File: src/rtl/programmable_freq_generator.sv
`default_nettype none
// ============================================================================
// Module      : programmable_freq_generator
// Description : Runtime-programmable square-wave generator with decimal
//               readout. A binary frequency request is clamped, converted to
//               a half-period cycle count by a 32-step restoring divider and
//               to BCD by a sequential double-dabble, then drives LED and a
//               multiplexed seven-segment display.
// Ports       : clock              - system clock, rising edge
//               reset              - asynchronous active-high reset
//               freq_sel[FREQ_W]   - requested frequency in Hz, binary
//               load               - strobe: sample freq_sel and recompute
//               LED                - generated square wave
//               tick               - 1-cycle pulse on every LED toggle
//               busy               - recompute in progress
//               freq_now[FREQ_W]   - frequency currently generated (clamped)
//               seg[7]             - {g,f,e,d,c,b,a}, active-low
//               SevenSegmentEnable[DIGITS] - active-low one-hot digit enable
//               dot                - decimal point, held off (1)
// Revision    : 1.0 - initial release
// ============================================================================
module programmable_freq_generator #(
    parameter int unsigned CLK_HZ   = 50_000_000,
    parameter int          FREQ_W   = 10,
    parameter int          MAX_FREQ = 999,
    parameter int          DIGITS   = 3,
    parameter int unsigned SCAN_HZ  = 500,
    parameter bit          BLANK_LZ = 1'b1
) (
    input  logic              clock,
    input  logic              reset,
    input  logic [FREQ_W-1:0] freq_sel,
    input  logic              load,
    output logic              LED,
    output logic              tick,
    output logic              busy,
    output logic [FREQ_W-1:0] freq_now,
    output logic [6:0]        seg,
    output logic [DIGITS-1:0] SevenSegmentEnable,
    output logic              dot
);

    localparam int          BCD_W    = DIGITS * 4;
    localparam int          IDX_W    = (DIGITS > 1) ? $clog2(DIGITS) : 1;
    localparam int unsigned SCAN_DIV = CLK_HZ / SCAN_HZ;

    typedef enum logic [1:0] {S_IDLE, S_DIVIDE, S_BCD, S_COMMIT} state_t;

    state_t            state_q, state_d;
    logic              busy_q;
    logic              pending_q, pending_d;
    logic [FREQ_W-1:0] f_q, f_d;
    logic [31:0]       quo_q, quo_d;      // dividend shifts out as quotient shifts in
    logic [31:0]       rem_q, rem_d;
    logic [5:0]        seq_q, seq_d;
    logic [FREQ_W-1:0] bin_q, bin_d;
    logic [BCD_W-1:0]  bcd_q, bcd_d;
    logic [31:0]       half_q, half_d;
    logic [FREQ_W-1:0] freq_now_q, freq_now_d;
    logic [BCD_W-1:0]  disp_q, disp_d;

    logic [FREQ_W-1:0] w_clamped;
    logic [32:0]       w_rem_sh;
    logic [32:0]       w_divisor;
    logic [31:0]       w_rem_sub;
    logic [BCD_W-1:0]  w_bcd_adj;
    logic              w_start;

    // ------------------------------------------------------------------
    // Datapath helpers
    // ------------------------------------------------------------------
    always_comb begin
        w_clamped = (freq_sel > FREQ_W'(MAX_FREQ)) ? FREQ_W'(MAX_FREQ) : freq_sel;
        w_rem_sh  = {rem_q, quo_q[31]};
        w_divisor = 33'({f_q, 1'b0});
        w_rem_sub = 32'(w_rem_sh - w_divisor);
        // Double-dabble: bias every digit >= 5 before the shift.
        w_bcd_adj = bcd_q;
        for (int i = 0; i < DIGITS; i++) begin
            if (bcd_q[i*4 +: 4] >= 4'd5) begin
                w_bcd_adj[i*4 +: 4] = bcd_q[i*4 +: 4] + 4'd3;
            end
        end
    end

    // ------------------------------------------------------------------
    // Recompute FSM: next state and datapath
    // ------------------------------------------------------------------
    always_comb begin
        state_d    = state_q;
        pending_d  = pending_q;
        f_d        = f_q;
        quo_d      = quo_q;
        rem_d      = rem_q;
        seq_d      = seq_q;
        bin_d      = bin_q;
        bcd_d      = bcd_q;
        half_d     = half_q;
        freq_now_d = freq_now_q;
        disp_d     = disp_q;
        w_start    = 1'b0;

        unique case (state_q)
            S_IDLE: begin
                if (load) w_start = 1'b1;
            end
            S_DIVIDE: begin
                if (load) pending_d = 1'b1;
                seq_d = seq_q + 6'd1;
                if (w_rem_sh >= w_divisor) begin
                    rem_d = w_rem_sub;
                    quo_d = {quo_q[30:0], 1'b1};
                end else begin
                    rem_d = w_rem_sh[31:0];
                    quo_d = {quo_q[30:0], 1'b0};
                end
                if (seq_q == 6'd31) begin
                    state_d = S_BCD;
                    seq_d   = '0;
                    bin_d   = f_q;
                    bcd_d   = '0;
                end
            end
            S_BCD: begin
                if (load) pending_d = 1'b1;
                seq_d = seq_q + 6'd1;
                bcd_d = BCD_W'({w_bcd_adj, bin_q[FREQ_W-1]});
                bin_d = bin_q << 1;
                if (seq_q == 6'(FREQ_W - 1)) state_d = S_COMMIT;
            end
            S_COMMIT: begin
                // f=0 ignores the meaningless divide-by-zero quotient.
                if (f_q == '0)        half_d = '0;
                else if (quo_q == '0) half_d = 32'd1;
                else                  half_d = quo_q;
                freq_now_d = f_q;
                disp_d     = bcd_q;
                pending_d  = 1'b0;
                // A load seen during this recompute (or right now) reruns at once.
                if (pending_q || load) w_start = 1'b1;
                else                   state_d = S_IDLE;
            end
            default: state_d = S_IDLE;
        endcase

        if (w_start) begin
            state_d = S_DIVIDE;
            f_d     = w_clamped;
            quo_d   = CLK_HZ;
            rem_d   = '0;
            seq_d   = '0;
        end
    end

    always_ff @(posedge clock or posedge reset) begin
        if (reset) begin
            state_q    <= S_IDLE;
            busy_q     <= 1'b0;
            pending_q  <= 1'b0;
            f_q        <= '0;
            quo_q      <= '0;
            rem_q      <= '0;
            seq_q      <= '0;
            bin_q      <= '0;
            bcd_q      <= '0;
            half_q     <= '0;
            freq_now_q <= '0;
            disp_q     <= '0;
        end else begin
            state_q    <= state_d;
            busy_q     <= (state_d != S_IDLE);
            pending_q  <= pending_d;
            f_q        <= f_d;
            quo_q      <= quo_d;
            rem_q      <= rem_d;
            seq_q      <= seq_d;
            bin_q      <= bin_d;
            bcd_q      <= bcd_d;
            half_q     <= half_d;
            freq_now_q <= freq_now_d;
            disp_q     <= disp_d;
        end
    end

    // ------------------------------------------------------------------
    // Square-wave generator; counter is not cleared on a new half_q, so a
    // shorter limit already exceeded toggles on the next cycle.
    // ------------------------------------------------------------------
    logic [31:0] gcnt_q;
    logic        led_q;
    logic        tick_q;

    always_ff @(posedge clock or posedge reset) begin
        if (reset) begin
            gcnt_q <= '0;
            led_q  <= 1'b0;
            tick_q <= 1'b0;
        end else if (half_q == '0) begin
            gcnt_q <= '0;
            led_q  <= 1'b0;
            tick_q <= 1'b0;
        end else if (gcnt_q >= half_q - 32'd1) begin
            gcnt_q <= '0;
            led_q  <= ~led_q;
            tick_q <= 1'b1;
        end else begin
            gcnt_q <= gcnt_q + 32'd1;
            tick_q <= 1'b0;
        end
    end

    // ------------------------------------------------------------------
    // Display scan
    // ------------------------------------------------------------------
    logic [31:0]       pre_q;
    logic [IDX_W-1:0]  idx_q;
    logic [6:0]        seg_q;
    logic [DIGITS-1:0] en_q;
    logic [3:0]        w_digit;
    logic              w_blank;
    logic [6:0]        w_seg;

    always_comb begin
        w_digit = disp_q[{idx_q, 2'b00} +: 4];
        // Leading zero: this digit and everything above it are zero.
        w_blank = BLANK_LZ && (idx_q != '0) && ((disp_q >> {idx_q, 2'b00}) == '0);
        w_seg   = 7'h7F;
        if (!w_blank) begin
            unique case (w_digit)
                4'd0:    w_seg = 7'h40;
                4'd1:    w_seg = 7'h79;
                4'd2:    w_seg = 7'h24;
                4'd3:    w_seg = 7'h30;
                4'd4:    w_seg = 7'h19;
                4'd5:    w_seg = 7'h12;
                4'd6:    w_seg = 7'h02;
                4'd7:    w_seg = 7'h78;
                4'd8:    w_seg = 7'h00;
                4'd9:    w_seg = 7'h10;
                default: w_seg = 7'h7F;
            endcase
        end
    end

    always_ff @(posedge clock or posedge reset) begin
        if (reset) begin
            pre_q <= '0;
            idx_q <= '0;
            seg_q <= 7'h7F;
            en_q  <= '1;
        end else begin
            if (pre_q == SCAN_DIV - 32'd1) begin
                pre_q <= '0;
                idx_q <= (idx_q == IDX_W'(DIGITS - 1)) ? '0 : idx_q + 1'b1;
            end else begin
                pre_q <= pre_q + 32'd1;
            end
            en_q  <= ~(DIGITS'(1) << idx_q);
            seg_q <= w_seg;
        end
    end

    assign LED                = led_q;
    assign tick               = tick_q;
    assign busy               = busy_q;
    assign freq_now           = freq_now_q;
    assign seg                = seg_q;
    assign SevenSegmentEnable = en_q;
    assign dot                = 1'b1;

endmodule
`default_nettype wire
File: config.mk
export PLATFORM = sky130hd
export DESIGN_NAME = programmable_freq_generator
export DESIGN_NICKNAME = d
export VERILOG_FILES = /design/src/rtl/programmable_freq_generator.sv
export SDC_FILE = /design/constraint.sdc
export NUM_CORES = 1
export LEC_CHECK = 0
export BUFFER_PORTS_ARGS = -buffer_cell sky130_fd_sc_hd__buf_2
export CAP_MARGIN = 20
export CORE_ASPECT_RATIO = 0.6
export CORE_MARGIN = 10
export CORE_UTILIZATION = 41
export CTS_CLUSTER_SIZE = 40
export DETAILED_ROUTE_END_ITERATION = 8
export PLACE_DENSITY_LB_ADDON = 0.2
export SLEW_MARGIN = 10
export SYNTH_ARGS = -nofsm -noshare
export SYNTH_HDL_FRONTEND = slang
export SYNTH_SLANG_ARGS = --single-unit
File: constraint.sdc
create_clock -name clock -period 10.64 [get_ports clock]
set_input_delay 2.128 -clock clock [delete_from_list [all_inputs] [get_ports clock]]
set_output_delay 2.128 -clock clock [all_outputs]
set_load 0.02 [all_outputs]
Word level (Yosys, flattened, before mapping)
Memory sizes are Yosys's and may differ from the RTL's.
Cells that the tools add are included.
- output and inout port bits: 24
- memories kept: 1
- memory bits (writable): 0
- memory bits (read-only): 112
- bits in latches: 0
- flip-flop bits (word level): 238
- logic and storage cells: 104
- input port bits: 13
- bitwise operators: 2
- eq/ne operators: 9
- mux-type cells: 38
- $lt $le $gt $ge: 6
- divide/modulo/power cells: 0
- $add $sub $neg: 9
- shift operators: 3
- multipliers: 0
- reduce and logical (&&, ||, !) cells: 17
- memory list (name ; words ; bits a word ; read ports ; clocked after Yosys merged registers in ; wr ports ; line ; RTL):
    (no name shown) ; 16 ; 7 ; 1 ; 0 ; 0 ; 229 ; unique case (w_digit)
- operators with widths (cell ; count):
    32-bit two-way mux ; 10
    32-bit by 1-bit adder with 32-bit output (second input constant) ; 2
    32-bit zero test ; 2
    33-bit by 11-bit greater-or-equal comparator with 1-bit output ; 1
    32-bit by 17-bit == test with 1-bit output (second input constant) ; 1
    32-bit greater-or-equal comparator ; 1
    32-bit by 1-bit subtractor with 32-bit output (second input constant) ; 1
    32-bit by 11-bit subtractor with 32-bit output ; 1
    12-bit case mux with 2 select lines ; 1
    10-bit two-way mux ; 2
    10-bit case mux with 2 select lines ; 1
    4-bit by 3-bit greater-or-equal comparator with 1-bit output (second input constant) ; 3
    12-bit zero test ; 1
    12-bit two-way mux ; 1
    6-bit two-way mux ; 2
    6-bit case mux with 2 select lines ; 1
    2-bit nonzero test ; 6
    12-bit by 5-bit variable part select with 4-bit output ; 1
    12-bit by 4-bit >> shifter with 12-bit output ; 1
    10-bit > comparator (second input constant) ; 1
    10-bit zero test ; 1
    2-bit two-way mux ; 5
    4-bit by 2-bit adder with 4-bit output (second input constant) ; 2
    1-bit two-way mux ; 8
    other kinds (23) ; 28

Depth between registers and ports, before layout
Gate-level depths: netlist of the first run.
- word-level depth: 5
- depth in mapped cells: 17
- gate-level depth less buffers: 15

Worst setup path before layout of the first run
No wires, ideal clock.
- path kind: flip-flop to flip-flop
- from: register half_q[13]
- to: register gcnt_q[19]
- buffers on the path: 2
- required time: 10.568 ns
- cell stages (with the launch flop): 17
- library setup time: 0.072 ns
- arrival time: 4.120 ns
- period minus slack after synthesis: 4.192 ns
- setup slack: 6.448 ns
- cells stage by stage: dfrtp_1 > or4_1 > or3_1 > or4b_1 > or2_2 > nor3_1 > xnor2_1 > ha_1 > a21oi_1 > o21ai_0 > a41oi_1 > a21oi_1 > nand3b_1 > or3_1 > buf_2 > buf_2 > nor2_1
- word-level cells in the longest chain between the ends: 4
- elaborated cells on any way between the ends: 5
- classes of those cells: add/sub (1); order compare (1); mux (2); reduce/logical (1)
- ends and longest elaborated chain (item ; line ; RTL):
    start, declared ; 58 ; logic [31:0] half_q, half_d;
    start signal, assigned ; 179 ; half_q <= half_d;
    32-bit by 1-bit subtractor with 32-bit output ; 202 ; end else if (gcnt_q >= half_q - 32'd1) begin
    32-bit greater-or-equal comparator ; 202 ;
    32-bit two-way mux ; 202 ;
    32-bit two-way mux (*) ; 198 ; end else if (half_q == '0) begin
    end signal, assigned ; 207 ; gcnt_q <= gcnt_q + 32'd1;
    end, declared ; 189 ; logic [31:0] gcnt_q;
Mark *: on every way between the ends. The rest lies on a longest branch, timed or not.
A chain may end at the register's enable or synchronous reset.

Worst setup path after layout of the first run
- from: register half_q[3]
- to: register gcnt_q[16]
Same word-level chain as after synthesis.

==> out/qor.txt, run 1 <==
CTS tree: yes
Register area share after synthesis: 47.3%
Ranking of synthesized cells by area: dfrtp_1 (45%), ha_1 (6.3%), mux2i_1 (4.5%), xnor2_1 (4.4%), xor2_1 (4.0%)
MaxCap Viol Count: 0
Status: finished, final reports clean
R2R Setup Slk: 5.69 ns
Final Skew: 0.0186 ns
Initial antenna violation count: 0
CP bufs+invs: 1
Gr usage total: 14.7%
Reg2reg start: half_q[3]$_DFFE_PP0P_
Crit-path max cell delay: 0.82 ns
CTS Hold Buffers Added: 0
GR Overflow Total: 0
Fin nets: 1360
Final WL: 27900 um
P&R area growth vs syn: 11.7%
PD cells: 178 mW/mm2
Routability cong.: 0.841
Fmax: 0.202 GHz
Critical path cell sequence: nor4_1 > nand3_1 > or4_1 > nor2_1 > nand2_1 > xor2_1 > ha_1 > and3_1 > nand3_1 > nor4_1 > o2111a_1 > or3_1 > buf_8 > nor2_1
Worst-Skew Late Latency: 0.54 ns
Detailed Place HPWL: 19100 um
Buffers on Ports: 35
Tcrit/Tclk final: 46.6%
Drt drc: 0
I/O pin count: 37
R2r worst-path depth: 14
Die ar.: 0.0384 mm2
Postcts setup bufs: 0
Layout cells sized above 1: 10.3%
RSZ-0062 raised after global routing: no
Post_cts resized: 0
P_leak: 0.00635 uW
Placed Area: 0.0132 mm2
Synth top area share: 45.2%
Peak VDD IR: 0.128 mV
CP Data Required Time: 11.06 ns
Hold path depth: 2
CP max-delay cell: nor4_1
DR WL/cell: 16.4 um
Synth warnings: 0
EDFF count, synth: 0
Fraction of registers with async set/reset: 100%
Rel. slew slack: 25.8%
Vias per cell: 5.38
Setup total negative slack: 0 ns
Element type at the critical path end: flip-flop
Commonest cells after routing, fill and taps aside: dfrtp_1 (228), nor2_1 (116), nand2_1 (95)
Worst min path class: flip-flop to flip-flop
Core ar.: 0.0302 mm2
Pin count of the biggest net entering global routing: 97
Critical Path Start: half_q[3]$_DFFE_PP0P_
Top FF cell, synth: dfrtp_1
Die H: 156 um
Critical path depth: 14
Starting DRT DRC Count: 636
Via count: 9169
Crit Path Category: flip-flop to flip-flop
CTS Buf Count: 25
Synth area leader: dfrtp_1
Clock Sinks: 238
Final hold vios: 0
Post-synth cell types: 63
Reg clk slew, reported paths: 0.07 ns
Initial Util: 41.8%
Most common cell after layout, fill and taps aside: dfrtp_1
Register bit total from synthesis: 238
Final instance area: 0.0141 mm2
H-tree levels: 1
Fin. max-slew vios: 0
ANT cells: 0
Actual slew at the worst max-slew pin: 1.11 ns
Vias in the first global route: 8775
Post-Syn Instances: 1257
Root Buffer: clkbuf_16
TritonRoute pass-1 iters: 5
First-pass GRT wire length: 47400 um
Worst setup path endpoint: gcnt_q[16]$_DFF_PP0_
Fin util: 46.7%
CTS Buffer Depth: 3
Largest delay share family, worst path: simple AND/OR/NAND/NOR gates
Die span in x: 246 um
Synthesized area: 0.0126 mm2
CP arrival: 5.37 ns
Peak fanout along the critical path: 18
Mapped Nets: 1335
# rows: 49
Shortest period the worst path allows: 4.95 ns
Antenna-violating nets left: 0
Mean Syn Cell Area: 10.0 um2
Min-Delay Startpoint: bin_q[8]$_DFFE_PP0P_
Startpoint Class: flip-flop
Worst R2R End: gcnt_q[16]$_DFF_PP0_
Setup violators final: 0
-- area by class of cell --
| cell class | instances | area [um2] |
|---|---|---|
| well taps | 408 | 510 |
| repair buffers | 46 | 317 |
| clock buffers | 29 | 681 |
| inverters | 40 | 158 |
| clock inverters | 13 | 136 |
| multi-input cells | 931 | 6320 |
| flip-flops and latches | 238 | 5970 |
| fillers | 2877 | 16100 |
-- through the flow --
step	std cells	hold WS, ns	power, uW	setup slack, ns
floorplan	1257	0.447	1520	2.00
global placement	1658	0.465	1630	5.74
detailed placement	1659	0.471	1640	5.48
CTS	1701	0.486	2540	5.46
global route	1705	0.511	2660	5.24
finish	1705	0.481	2510	5.69
-- cells in the mapped netlist, types with 32 or more instances --
cell type and count:
o21ai_0 86, mux2i_1 57, nand2_1 95, nand3_1 48
xnor2_1 64, dfrtp_1 228, clkbuf_1 32, a21oi_1 58
inv_1 40, ha_1 64, xor2_1 58, nor2_1 116
-- flip-flops by register name (all words and copies together) (netlist names) --
name,flops
bin_q,10
quo_q,32
seg,7
seq_q,6
bcd_q,12
rem_q,32
busy,1
LED,1
idx_q,2
pre_q,32
SevenSegmentEnable,3
f_q,10
freq_now,10
pending_q,1
disp_q,12
gcnt_q,32
half_q,32
state_q,2
tick,1
-- worst min-delay path, cell delays in order (launching register included) --
cell,delay [ns]
dfrtp_1,0.34
nand2_1,0.05
o21ai_0,0.06
-- per-layer routing --
layer	global-route usage (%)	part of all wire, %	vias up
met5	0	0	-
met4	2.85	1.8	0
met3	2.21	3.2	38
met2	19.9	40	118
met1	23.6	55	4491
li1	-	-	4522
-- power by group --
group | internal, uW | switching [uW] | leakage, uW | total, uW
sequential | 1020 | 111 | 0.00288 | 1130
combinational | 224 | 270 | 0.00308 | 494
clock | 506 | 375 | 0.000395 | 882
-- cell families (layout without fill, tap and decap cells) --
group           count (synthesis)  in the layout  synth area share, %
simple gates                  432            432                 17.0
flops                         238            238                 47.3
compound gates                231            231                 11.3
xor+xnor                      122            122                 8.47
buf+inv                        88            128                 2.85
mux                            80             80                 6.58
fa+ha+maj                      65             65                 6.51
other cells                     1              1               0.0297
-- how the worst min path moves through the flow --
stage,end,slack (ns)
floorplan,pre_q[31]$_DFF_PP0_,0.45
detailed placement,bin_q[8]$_DFFE_PP0P_,0.47
global route,bin_q[8]$_DFFE_PP0P_,0.51
finish,bin_q[8]$_DFFE_PP0P_,0.48
global placement,bin_q[8]$_DFFE_PP0P_,0.46
CTS,bin_q[8]$_DFFE_PP0P_,0.49
Note: power is estimated with default switching activity, not from simulation.
==> run 2, diff against run 1 <==
- clock period: 10.64 -> 4.3 ns (I/O delays scaled with it)
==> run 2 against run 1 <==
Compared with the run above: die area stayed put; cell count rose by 0.94%; sequential share of layout area down 0.66 points; critical path type unchanged; critical endpoint is now gcnt_q[31]$_DFF_PP0_; largest cell class unchanged; largest power group unchanged; highest routed layer unchanged.
==> out/qor.txt, run 2 (synthesis results as in run 1) <==
Status: finished, final reports clean (unchanged)
RSZ-0062 raised after global routing: yes (was no)
Final WL: 27900 um (about the same)
Reg2reg start: half_q[13]$_DFFE_PP0P_ (was half_q[3]$_DFFE_PP0P_)
Core ar.: 0.0302 mm2 (unchanged)
Rel. slew slack: 32.4% (was 25.8%)
GR Overflow Total: 0 (unchanged)
First-pass GRT wire length: 46800 um (was 47400 um)
Buffers on Ports: 35 (unchanged)
CP max-delay cell: or4_4 (was nor4_1)
Gr usage total: 14.5% (was 14.7%)
Fmax: 0.240 GHz (was 0.202 GHz)
Placed Area: 0.0134 mm2 (was 0.0132 mm2)
Critical path cell sequence: or4_4 > or3_4 > or4b_4 > buf_6 > or3_4 > xor2_1 > ha_1 > a21boi_0 > o21ai_1 > a21oi_1 > nand3b_1 > or3_4 > clkbuf_16 > nor2_1 (was nor4_1 > nand3_1 > or4_1 > nor2_1 > nand2_1 > xor2_1 > ha_1 > and3_1 > nand3_1 > nor4_1 > o2111a_1 > or3_1 > buf_8 > nor2_1)
Die H: 156 um (unchanged)
CP bufs+invs: 2 (was 1)
I/O pin count: 37 (unchanged)
Worst R2R End: gcnt_q[31]$_DFF_PP0_ (was gcnt_q[16]$_DFF_PP0_)
MaxCap Viol Count: 0 (unchanged)
Fin. max-slew vios: 0 (unchanged)
CP Data Required Time: 4.76 ns (was 11.06 ns)
Crit Path Category: flip-flop to flip-flop (unchanged)
ANT cells: 0 (unchanged)
Element type at the critical path end: flip-flop (unchanged)
Root Buffer: clkbuf_16 (unchanged)
Setup violators final: 0 (unchanged)
Starting DRT DRC Count: 616 (was 636)
Shortest period the worst path allows: 4.17 ns (was 4.95 ns)
Non-Filler Instances: 1721 (was 1705)
Fin nets: 1375 (was 1360)
Register area: 0.00597 mm2 (unchanged)
Placed insts: 1679 (was 1659)
R2r worst-path depth: 14 (unchanged)
Die span in x: 246 um (unchanged)
Multi-input gate area: 0.00643 mm2 (was 0.00632 mm2)
Tcrit/Tclk final: 97.0% (was 46.6%)
Vias per cell: 5.31 (was 5.38)
Peak fanout along the critical path: 8 (was 18)
CP arrival: 4.64 ns (was 5.37 ns)
Setup total negative slack: 0 ns (unchanged)
Final instance area: 0.0143 mm2 (was 0.0141 mm2)
Antenna-violating nets left: 0 (unchanged)
Largest delay share family, worst path: simple AND/OR/NAND/NOR gates (unchanged)
CTS tree: yes (unchanged)
Layout cells sized above 1: 12.6% (was 10.3%)
Vias in the first global route: 8599 (was 8775)
CTS Buf Count: 23 (was 25)
TritonRoute pass-1 iters: 5 (unchanged)
DR WL/cell: 16.2 um (was 16.4 um)
Most frequent CP cell: or3_4
Most common cell after layout, fill and taps aside: dfrtp_1 (unchanged)
Die ar.: 0.0384 mm2 (unchanged)
Final WS setup: 0.128 ns (was 5.69 ns)
Initial Util: 41.8% (unchanged)
Worst-Skew Late Latency: 0.53 ns (was 0.54 ns)
Clock Sinks: 238 (unchanged)
P_leak: 0.00645 uW (was 0.00635 uW)
Final Skew: 0.0121 ns (was 0.0186 ns)
Via count: 9140 (was 9169)
Postcts setup bufs: 0 (unchanged)
Routability cong.: 0.818 (was 0.841)
Fill cells: 2849 (was 2877)
Startpoint Class: flip-flop (unchanged)
Pin count of the biggest net entering global routing: 110 (was 97)
Actual slew at the worst max-slew pin: 1.01 ns (was 1.11 ns)
Reg clk slew, reported paths: 0.07 ns (about the same)
P&R area growth vs syn: 13.4% (was 11.7%)
Worst min path class: input port to async pin (was flip-flop to flip-flop)
Initial antenna violation count: 1 (was 0)
R2R Setup Slk: 0.13 ns (was 5.69 ns)
Pre-CTS setup slack: -0.0613 ns (was 5.48 ns)
CTS Hold Buffers Added: 0 (unchanged)
Commonest cells after routing, fill and taps aside: dfrtp_1 (228), nor2_1 (111), nand2_1 (95) (was dfrtp_1 (228), nor2_1 (116), nand2_1 (95))
CTS Buffer Depth: 3 (unchanged)
Crit-path max cell delay: 0.54 ns (was 0.82 ns)
Drt drc: 0 (unchanged)
Peak VDD IR: 0.359 mV (was 0.128 mV)
# rows: 49 (unchanged)
PD cells: 433 mW/mm2 (was 178 mW/mm2)
H-tree levels: 1 (unchanged)
Detailed Place HPWL: 19200 um (was 19100 um)
Final hold vios: 0 (unchanged)
run 2: cell types whose count changed in the layout (fill, tap and decap cells not counted), moves of 3 or more:
cell and delta:
buf_12 +3, or3_1 -3, clkbuf_1 +5, or3_4 +3, buf_4 +14, nor2_2 +4, nor3_2 +4, clkinvlp_4 -3
nor2_1 -5, nor3_1 -5
run 2: what timing repair did:
action | CTS | global route
endpoints found under the hold margin | 0 | 0
resized for setup | 8 | 24
gates cloned | 0 | 1
pin swaps | 0 | 4
setup endpoints to repair | 33 | 34
run 2: worst max path at each step:
stage                                end  slack (ns)  depth (start not counted)              startpoint
global placement    gcnt_q[28]$_DFF_PP0_       -0.04                         15  half_q[13]$_DFFE_PP0P_
CTS                      LED$_DFFE_PP0P_      0.0002                         16  half_q[13]$_DFFE_PP0P_
finish              gcnt_q[31]$_DFF_PP0_        0.13                         14  half_q[13]$_DFFE_PP0P_
floorplan           gcnt_q[19]$_DFF_PP0_        0.11                         16  half_q[13]$_DFFE_PP0P_
detailed placement  gcnt_q[27]$_DFF_PP0_       -0.06                         15  half_q[13]$_DFFE_PP0P_
global route        gcnt_q[27]$_DFF_PP0_       -0.02                         14  half_q[13]$_DFFE_PP0P_
run 2: through the flow:
stage                     util, %  hold slack [ns]  total power (uW)
final                        47.4            0.369              6200
after global routing         47.4            0.400              6580
after CTS                    47.0            0.373              6270
after detailed placement     44.3            0.471              4070
after global placement       44.2            0.463              4050
after floorplan                 -            0.447              3750
run 2: power by group:
group | leakage, uW | total, uW | switching, uW | internal, uW
sequential | 0.00288 | 2810 | 275 | 2530
clock | 0.000392 | 2170 | 889 | 1280
combinational | 0.00319 | 1230 | 667 | 560
total | 0.00645 | 6200 | 1830 | 4370
run 2: cell type report:
cell class	count	share of cell area, %
Clock buffer	31	4.44
Tap cell	408	3.57
Inverter	40	1.08
Multi-Input combinational cell	931	44.9
Sequential cell	238	41.7
Timing Repair Buffer	63	3.23
Clock inverter	10	1.08
run 2: routing by layer:
metal  vias up  GRT usage, %  part of all wire (%)
li1       4550             -                     -
met1      4455          23.8                    56
met2       106          19.2                    39
met3        29          2.45                   3.6
met4         0          2.18                   1.4
met5         -             0                     0
